File: src/rtl/ioctl_sdram_packer.sv
// ioctl_sdram_packer
//   Packs the ARM->FPGA download byte stream into 16-bit SDRAM words. The
//   packer merges adjacent bytes that fall in the same word. Finished words
//   wait in a 4-entry FIFO and are written out through a req/ack handshake.
//   clkref_n paces the download stage so that a byte is only offered when the
//   FIFO can still take a word.
//
// Ports
//   clk_sys         system clock, all logic on posedge
//   rst             asynchronous active-high reset
//   ioctl_download  download active
//   ioctl_wr        one-cycle byte strobe
//   ioctl_addr      byte address (25 bits)
//   ioctl_dout      byte data
//   clkref_n        low = a byte may be offered next cycle (registered)
//   sdram_req       write request, held until sdram_ack
//   sdram_addr      word address
//   sdram_data      write data
//   sdram_mask      active-high byte disable, [1]=data[15:8], [0]=data[7:0]
//   sdram_ack       one-cycle acceptance of the current request
//   busy            pending word valid, FIFO non-empty or request outstanding
//   dwnld_done      one-cycle pulse once a finished download has fully drained
//   overflow        sticky, a byte was dropped because the FIFO was full
module ioctl_sdram_packer #(
    parameter int unsigned SDRAM_AW  = 22,
    parameter bit          SWAB      = 1'b0,
    parameter int unsigned BA_OFFSET = 0
) (
    input  logic                clk_sys,
    input  logic                rst,
    input  logic                ioctl_download,
    input  logic                ioctl_wr,
    input  logic [24:0]         ioctl_addr,
    input  logic [7:0]          ioctl_dout,
    output logic                clkref_n,
    output logic                sdram_req,
    output logic [SDRAM_AW-1:0] sdram_addr,
    output logic [15:0]         sdram_data,
    output logic [1:0]          sdram_mask,
    input  logic                sdram_ack,
    output logic                busy,
    output logic                dwnld_done,
    output logic                overflow
);

    localparam logic [SDRAM_AW-1:0] LP_BA = SDRAM_AW'(BA_OFFSET);

    typedef struct packed {
        logic [SDRAM_AW-1:0] addr;
        logic [15:0]         data;
        logic [1:0]          mask;
    } word_t;

    typedef enum logic [1:0] {
        ST_IDLE,
        ST_REQ,
        ST_GAP
    } state_t;

    // Download edge detection
    logic                r_dl_q;
    logic                w_dl_rise;
    logic                w_dl_fall;

    // Incoming byte decode
    logic                w_in_range;
    logic                w_accept;
    logic                w_lane;
    logic [1:0]          w_lane_bit;
    logic [SDRAM_AW-1:0] w_waddr;

    // Pending word
    word_t               r_pend;
    logic                r_pend_v;
    logic                w_pend_v;
    logic                w_merge;
    logic                w_load_new;

    // FIFO
    word_t               r_fifo [4];
    logic [1:0]          r_wr_ptr;
    logic [1:0]          r_rd_ptr;
    logic [2:0]          r_count;
    logic                w_fifo_full;
    logic                w_push_new;
    logic                w_push_done;
    logic                w_push_flush;
    logic                w_push_req;
    logic                w_push;
    logic                w_pop;
    logic                w_drop;

    // Handshake and status registers
    state_t              r_state;
    logic                r_sdram_req;
    logic [SDRAM_AW-1:0] r_sdram_addr;
    logic [15:0]         r_sdram_data;
    logic [1:0]          r_sdram_mask;
    logic                r_clkref_n;
    logic                r_done;
    logic                r_done_arm;
    logic                r_overflow;

    assign w_dl_rise  = ioctl_download & ~r_dl_q;
    assign w_dl_fall  = ~ioctl_download & r_dl_q;

    assign w_in_range = ((ioctl_addr >> (SDRAM_AW + 1)) == '0);
    assign w_accept   = ioctl_wr & ioctl_download & w_in_range;
    assign w_lane     = ioctl_addr[0] ^ SWAB;
    assign w_lane_bit = w_lane ? 2'b01 : 2'b10;
    assign w_waddr    = ioctl_addr[SDRAM_AW:1] + LP_BA;

    // A download start discards whatever was pending, so a byte arriving on
    // the rising-edge cycle is treated as if nothing were pending.
    assign w_pend_v   = r_pend_v & ~w_dl_rise;

    assign w_merge    = w_accept & w_pend_v & (w_waddr == r_pend.addr)
                      & (|(r_pend.mask & w_lane_bit));

    assign w_fifo_full  = (r_count == 3'd4);

    // Three reasons to move the pending word into the FIFO:
    //  - a new byte that cannot be merged displaces it
    //  - it became complete (both lanes written) on an earlier cycle
    //  - the download has ended; retried every cycle until the FIFO has room,
    //    which also covers a flush that coincides with a full FIFO
    assign w_push_new   = w_accept & w_pend_v & ~w_merge;
    assign w_push_done  = ~w_accept & w_pend_v & (r_pend.mask == 2'b00);
    assign w_push_flush = ~ioctl_download & r_pend_v;
    assign w_push_req   = w_push_new | w_push_done | w_push_flush;
    assign w_push       = w_push_req & ~w_fifo_full;
    assign w_drop       = w_push_new & w_fifo_full;
    assign w_load_new   = w_accept & (~w_pend_v | (w_push_new & ~w_fifo_full));

    assign w_pop        = (r_state == ST_REQ) & sdram_ack;

    // Pending word and edge detect
    always_ff @(posedge clk_sys or posedge rst) begin
        if (rst) begin
            r_dl_q   <= 1'b0;
            r_pend_v <= 1'b0;
            r_pend   <= '0;
        end else begin
            r_dl_q <= ioctl_download;
            if (w_merge) begin
                r_pend.mask <= r_pend.mask & ~w_lane_bit;
                if (w_lane) begin
                    r_pend.data[7:0] <= ioctl_dout;
                end else begin
                    r_pend.data[15:8] <= ioctl_dout;
                end
            end else if (w_load_new) begin
                r_pend.addr <= w_waddr;
                r_pend.data <= w_lane ? {8'h00, ioctl_dout} : {ioctl_dout, 8'h00};
                r_pend.mask <= ~w_lane_bit;
                r_pend_v    <= 1'b1;
            end else if (w_push || w_dl_rise) begin
                r_pend_v <= 1'b0;
            end
        end
    end

    // FIFO storage needs no reset; occupancy is tracked by r_count
    always_ff @(posedge clk_sys) begin
        if (w_push) begin
            r_fifo[r_wr_ptr] <= r_pend;
        end
    end

    always_ff @(posedge clk_sys or posedge rst) begin
        if (rst) begin
            r_wr_ptr   <= '0;
            r_count    <= '0;
            r_overflow <= 1'b0;
            r_clkref_n <= 1'b1;
        end else begin
            if (w_push) begin
                r_wr_ptr <= r_wr_ptr + 2'd1;
            end
            r_count <= r_count + {2'b00, w_push} - {2'b00, w_pop};

            if (w_dl_rise) begin
                r_overflow <= 1'b0;
            end else if (w_drop) begin
                r_overflow <= 1'b1;
            end

            // Offer a byte only while at least two entries are free
            r_clkref_n <= ~(ioctl_download & (r_count <= 3'd2));
        end
    end

    // SDRAM write handshake
    always_ff @(posedge clk_sys or posedge rst) begin
        if (rst) begin
            r_state      <= ST_IDLE;
            r_rd_ptr     <= '0;
            r_sdram_req  <= 1'b0;
            r_sdram_addr <= '0;
            r_sdram_data <= '0;
            r_sdram_mask <= 2'b11;
        end else begin
            case (r_state)
                ST_IDLE: begin
                    if (r_count != 3'd0) begin
                        r_sdram_addr <= r_fifo[r_rd_ptr].addr;
                        r_sdram_data <= r_fifo[r_rd_ptr].data;
                        r_sdram_mask <= r_fifo[r_rd_ptr].mask;
                        r_sdram_req  <= 1'b1;
                        r_state      <= ST_REQ;
                    end
                end
                ST_REQ: begin
                    if (sdram_ack) begin
                        r_sdram_req <= 1'b0;
                        r_rd_ptr    <= r_rd_ptr + 2'd1;
                        r_state     <= ST_GAP;
                    end
                end
                ST_GAP: begin
                    r_state <= ST_IDLE;
                end
                default: begin
                    r_state <= ST_IDLE;
                end
            endcase
        end
    end

    // Completion: armed by the falling edge, fires once everything drained.
    // A new download start cancels an armed but not yet fired completion.
    always_ff @(posedge clk_sys or posedge rst) begin
        if (rst) begin
            r_done     <= 1'b0;
            r_done_arm <= 1'b0;
        end else begin
            r_done <= 1'b0;
            if (w_dl_rise) begin
                r_done_arm <= 1'b0;
            end else if (w_dl_fall) begin
                r_done_arm <= 1'b1;
            end else if (r_done_arm && !r_pend_v && (r_count == 3'd0)
                         && (r_state == ST_IDLE)) begin
                r_done     <= 1'b1;
                r_done_arm <= 1'b0;
            end
        end
    end

    assign clkref_n   = r_clkref_n;
    assign sdram_req  = r_sdram_req;
    assign sdram_addr = r_sdram_addr;
    assign sdram_data = r_sdram_data;
    assign sdram_mask = r_sdram_mask;
    assign dwnld_done = r_done;
    assign overflow   = r_overflow;
    assign busy       = r_pend_v | (r_count != 3'd0) | r_sdram_req;

endmodule

File: config.mk
export PLATFORM = sky130hd
export DESIGN_NAME = ioctl_sdram_packer
export DESIGN_NICKNAME = d
export VERILOG_FILES = /design/src/rtl/ioctl_sdram_packer.sv
export SDC_FILE = /design/constraint.sdc
export NUM_CORES = 1
export LEC_CHECK = 0
export CORE_MARGIN = 1.5
export CORE_UTILIZATION = 60
export CTS_BUF_LIST = sky130_fd_sc_hd__clkbuf_8
export CTS_CLUSTER_DIAMETER = 120
export DETAILED_ROUTE_END_ITERATION = 8
export HOLD_SLACK_MARGIN = 0.12
export PLACE_DENSITY_LB_ADDON = 0.25
export SLEW_MARGIN = 20
export SYNTH_ARGS = -nofsm -noshare
export SYNTH_HDL_FRONTEND = slang
export SYNTH_SLANG_ARGS = --single-unit
File: constraint.sdc
create_clock -name clk_sys -period 5.79 [get_ports clk_sys]
set_clock_uncertainty 0.05 [all_clocks]
set_input_delay 1.158 -clock clk_sys [delete_from_list [all_inputs] [get_ports clk_sys]]
set_output_delay 1.158 -clock clk_sys [all_outputs]
set_load 0.02 [all_outputs]
# Word level (Yosys, flattened, before mapping)
# Memories as Yosys holds them, arrays and structs flattened. A register that Yosys moved wholly into a read port is not among the register bits.
# Index checks and enable logic that the tools add are counted.
# Widths: inputs -> output; s select.
word_totals:
  in_bits: 38
  ramBits: 160
  memories: 1
  reg_bits: 56
classes:
  n_eq_ne: 7
  n_lt_le_gt_ge: 1
  n_reduce_logical: 24
  muxes: 24
  n_addsub: 4
  n_bitwise: 34
mem_list:
  columns: ["memory", "depth", "word_bits", "read_ports", "rd_ports_with_merged_regs", "wr", "line_no", "source"]
  rows:
  - ["r_fifo", 4, 40, 1, 1, 1, "80", "word_t r_fifo [4];"]
op_table:
  columns: ["operator", "n"]
  rows:
  - ["$mux 18", 2]
  - ["$logic_not 25->1", 1]
  - ["$eq 22x22->1", 1]
  - ["$and 1x1->1", 18]
  - ["$mux 16", 1]
  - ["$mux 8", 2]
  - ["$mux 1", 14]
  - ["$reduce_and 2->1", 7]
  - ["$not 1->1", 8]
  - ["$reduce_bool 2->1", 4]
  - ["$mux 2", 3]
  - ["$ne 2x2->1 const B", 3]
  - ["$reduce_bool 3->1", 2]
  - ["$or 1x1->1", 5]
  - ["$add 2x1->2 const B", 2]
  - ["$and 2x2->2", 2]
  - ["$logic_not 2->1", 2]
  - ["$pmux 2 s2", 1]
  - ["$add 3x1->3", 1]
  - ["$eq 3x3->1 const B", 1]
  - ["$le 3x2->1 const B", 1]
  - ["$logic_and 1x1->1", 3]
  - ["$logic_not 3->1", 1]
  - ["$reduce_and 3->1", 1]
  - ["other kinds (8)", 8]

# Longest topological paths before layout
depth:
  word_depth: 15
  mapped_depth: 12

# Worst setup path after synthesis
# No wires, ideal clock.
synth_path:
  kind: "input-to-reg"
  startpoint: "in ioctl_download"
  endpoint: "mem r_fifo[0][0] (netlist bit) (enable)"
  t_required_ns: 5.339
  t_arrival_ns: 3.348
  setup_slack_ns: 1.991
  stages: 6
  n_path_buf: 0
  setup_ns: 0.401
  cell_sequence: "ha_1 nand2b_1 nor4_1 o21ai_0 a21oi_1 and2_1"
synth_via:
  elab_chain_len: 13
  word_cells_on_any_way: 20
  cone_classes: "mux: 2; bitwise: 18"
synth_lines:
  columns: ["item", "line_no", "source"]
  rows:
  - ["start: declaration", "31", "input logic ioctl_download,"]
  - ["$and 1x1->1", "104", "assign w_dl_rise = ioctl_download & ~r_dl_q;"]
  - ["$not 1->1", "115", "assign w_pend_v = r_pend_v & ~w_dl_rise;"]
  - ["$and 1x1->1", "115", null]
  - ["$and 1x1->1", "117, 127", null]
  - ["$and 1x1->1", "117", "assign w_merge = w_accept & w_pend_v & (w_waddr == r_pend.addr)"]
  - ["$and 1x1->1", "118", "& (|(r_pend.mask & w_lane_bit));"]
  - ["$not 1->1 (no source line)", null, null]
  - ["$and 1x1->1", "127", "assign w_push_new = w_accept & w_pend_v & ~w_merge;"]
  - ["$or 1x1->1", "130", "assign w_push_req = w_push_new | w_push_done | w_push_flush;"]
  - ["$or 1x1->1 *", "130", null]
  - ["$and 1x1->1 *", "131", "assign w_push = w_push_req & ~w_fifo_full;"]
  - ["$mux 1 *", "165", "if (w_push) begin"]
  - ["$mux 1 (implied by the code) *", "166", "r_fifo[r_wr_ptr] <= r_pend;"]
  - ["end: declaration", "80", null]
# Every way passes the cells marked *; elsewhere a longest branch is shown, timed or not.

# Worst setup path after layout
layout_path:
  startpoint: "in ioctl_download"
  endpoint: "mem r_fifo[3][27] (netlist bit) (enable)"
# The elaborated chain is that of the path after synthesis.

==> impl_metrics.toml <==
[synth]
synth_cell_type_count = 38
synth_warnings = 0
synth_seq_cells = 256
synth_top_cell_area_share = 0.489
yosys-top-cells-area = "sky130_fd_sc_hd__edfxtp_1 49%, sky130_fd_sc_hd__dfrtp_1 24%, sky130_fd_sc_hd__mux4_2 9.2%"
synth_seq_area_share = 0.734
async_reset_ff_frac = 0.375
synthFlopType = "sky130_fd_sc_hd__edfxtp_1"
number_of_synthesized_flops_with_an_enable_pin = 160
syn_avg_cell_area_um2 = 19.6
netlist.top_cell.by_area = "sky130_fd_sc_hd__edfxtp_1"
post_synth_instance_area_um2 = 9820
count_leader_synth = "sky130_fd_sc_hd__edfxtp_1"
synth.top_cells.by_count = "160 x sky130_fd_sc_hd__edfxtp_1, 93 x sky130_fd_sc_hd__dfrtp_1, 63 x sky130_fd_sc_hd__mux2_2"
synth_fp_nets = 550
synth_cells = 502

[worst_setup_path]
timing.critical_path.depth = 8
cp_cell_sequence = "clkdlybuf4s50_1, ha_1, nand2b_1, nor4_1, o21ai_0, a21oi_1, and2_2, buf_4"
rr_endpoint = "r_fifo[3][27]"
worstPathBufferInverterCount = 2
critPathKind = "in2reg"
crit_path_end = "r_fifo[3][27]"
critical-path-top-delay-family = "simple AND/OR/NAND/NOR gates"
cp_data_arrival_time_ns = 4.16
rr_startpoint = "r_dl_q"
cp.required_ns = 5.93
cp_slowest_stage_delay_ns = 0.61
critPathMaxFanout = 21
ff2ff_path_depth = 8
worst_setup_path_startpoint = "ioctl_download"
worstSetupStartpointType = "input pin"
crit_path_end_kind = "register"
worst_path_max_delay_cell = "sky130_fd_sc_hd__and2_2"
setup.reg_to_reg.worst_slack_ns = 2.56

[finish]
final_core_util = 0.732
finalNetCount = 666
area_added_between_synthesis_and_finish_pct = 18.8
antenna_cell_count = 0
share_of_final_layout_standard_cells_stronger_than_drive_strength_1 = 0.277
stdcell_count = 866

[worst_hold_path]
hold_path_class = "reg2reg"

[clocking]
max-clock-path-buffers = 3
worst_skew_pair.late_latency_ns = 0.53
hold_buffers = 0
cts_made_buffers = 40
tritoncts_num_sinks = 256
cts-root-buf = "sky130_fd_sc_hd__clkbuf_8"
htree_levels = 2
tritoncts = "yes"
post_cts_buffers = 0
cts_resized = 0
cts.reportedPaths.clkPinSlew_ns = 0.06

[detailed_routing]
detailedRoute.firstIterationViolations = 289
drt-total-wl_um = 17800
drc = 0
final_antenna_net_count = 0
drt-pass1-iter-count = 4
dr_total_vias = 4932
detail_route.wl_per_cell_um = 20.5
number_of_vias_per_cell = 5.70

[grt]
pin_count_of_the_biggest_net_entering_global_routing = 70
grt_antenna_before_repair = 0
grt_usage = 0.221
grt_pass1_wl_um = 27900
grt_pass1_vias = 5239
overflow = 0

[die]
placementRows = 46
initial_core_util = 0.616
die_width_um = 131
core_area_um2 = 15900
die-area_um2 = 17100
die-height_um = 131
io_pins = 83

[pwr]
power.static_leakage_nw = 4.33
peak_vdd_ir_mv = 0.263
power_per_cell_area_nw_per_um2 = 483

[place]
dp.cells = 791
port_buffers = 82
gpl_congestion = 0.821
post-dp-hpwl_um = 11200

[sta]
finalHoldViolCount = 0
max_slew_violations = 0
final_total_negative_setup_slack_ns = 0
period_share = 0.694
max_freq_mhz = 249
post-route-min-period_ns = 4.02
worstMarginPinSlew_ns = 1.05
worst_slew_margin_relative_to_its_limit = 0.303
grt_setup_unrepaired = "false"
finalSetupViolations = 0

[outcome]
run_status = "complete, no violations"

[run]
cap_violations = 0
==> layer usage <==
metal  up-vias  GRT usage  routed length (um)
met5         -          0                   0
met3        31     0.0403                 777
met2       144      0.372                9100
li1       2206          -                   -
met4         0     0.0821                 391
met1      2551      0.294                7490
==> layout make-up <==
class,instances,area (um^2)
Clock buffer,45,619
Clock inverter,29,123
Fill cell,929,4270
Inverter,15,58.8
Multi-Input combinational cell,212,2480
Sequential cell,256,7210
Tap cell,216,270
Timing Repair Buffer,93,907
==> how the worst min path moves through the flow <==
stage,startpoint,end,slack (ns),depth (start not counted)
global route,sdram_data[10],sdram_data[10],0.47,1
detailed placement,sdram_data[2],sdram_data[2],0.44,1
global placement,sdram_addr[16],sdram_addr[16],0.44,1
finish,sdram_addr[16],sdram_addr[16],0.45,1
CTS,sdram_addr[1],sdram_addr[1],0.46,1
floorplan,r_pend[10],r_fifo[0][10],0.43,0
==> layout by cell type (no fill, tap or decap), types with 5 or more instances in the layout <==
| master | count |
|---|---|
| sky130_fd_sc_hd__mux2_2 | 63 |
| sky130_fd_sc_hd__inv_1 | 33 |
| sky130_fd_sc_hd__nor4_1 | 8 |
| sky130_fd_sc_hd__dfrtp_1 | 91 |
| sky130_fd_sc_hd__clkbuf_8 | 45 |
| sky130_fd_sc_hd__buf_4 | 10 |
| sky130_fd_sc_hd__clkdlybuf4s50_1 | 82 |
| sky130_fd_sc_hd__nand2_1 | 9 |
| sky130_fd_sc_hd__clkinv_1 | 5 |
| sky130_fd_sc_hd__a32o_1 | 16 |
| sky130_fd_sc_hd__nor2_1 | 6 |
| sky130_fd_sc_hd__mux4_2 | 40 |
| sky130_fd_sc_hd__ha_1 | 9 |
| sky130_fd_sc_hd__edfxtp_1 | 160 |
| sky130_fd_sc_hd__o21ai_0 | 7 |
| sky130_fd_sc_hd__xor2_1 | 23 |
==> cells by family (layout without fill, tap and decap cells) <==
| kind of cell | after synthesis | in the layout | synth area share |
|---|---|---|---|
| compound gates | 33 | 33 | 0.0276 |
| buf+inv | 34 | 182 | 0.0154 |
| simple gates | 39 | 39 | 0.0210 |
| flops | 256 | 256 | 0.734 |
| fa+ha+maj | 10 | 10 | 0.0135 |
| mux | 104 | 104 | 0.165 |
| xor+xnor | 26 | 26 | 0.0232 |
==> per-stage QoR <==
step / hold slack [ns] / power [mW] / setup slack, ns / instance area [um^2]
detailed placement: 0.442 / 4.32 / 1.27 / 10900
CTS: 0.456 / 5.70 / 1.81 / 11700
finish: 0.451 / 5.64 / 1.77 / 11700
floorplan: 0.426 / 3.68 / 1.99 / 9820
global placement: 0.437 / 4.24 / 1.46 / 10900
global route: 0.471 / 5.92 / 1.49 / 11700
==> registers in the layout, indices dropped and copies added, names as in the netlist, 2 cells and up <==
register	count
sdram_addr	22
sdram_data	16
sdram_mask	2
r_pend	40
r_state	2
r_rd_ptr	2
r_fifo	160
r_wr_ptr	2
r_count	3
==> where the power goes <==
group | internal [mW] | switching (mW)
logic | 0.900 | 0.708
registers | 2.36 | 0.305
clock network | 0.713 | 0.657
(Power assumes the default switching activity.)
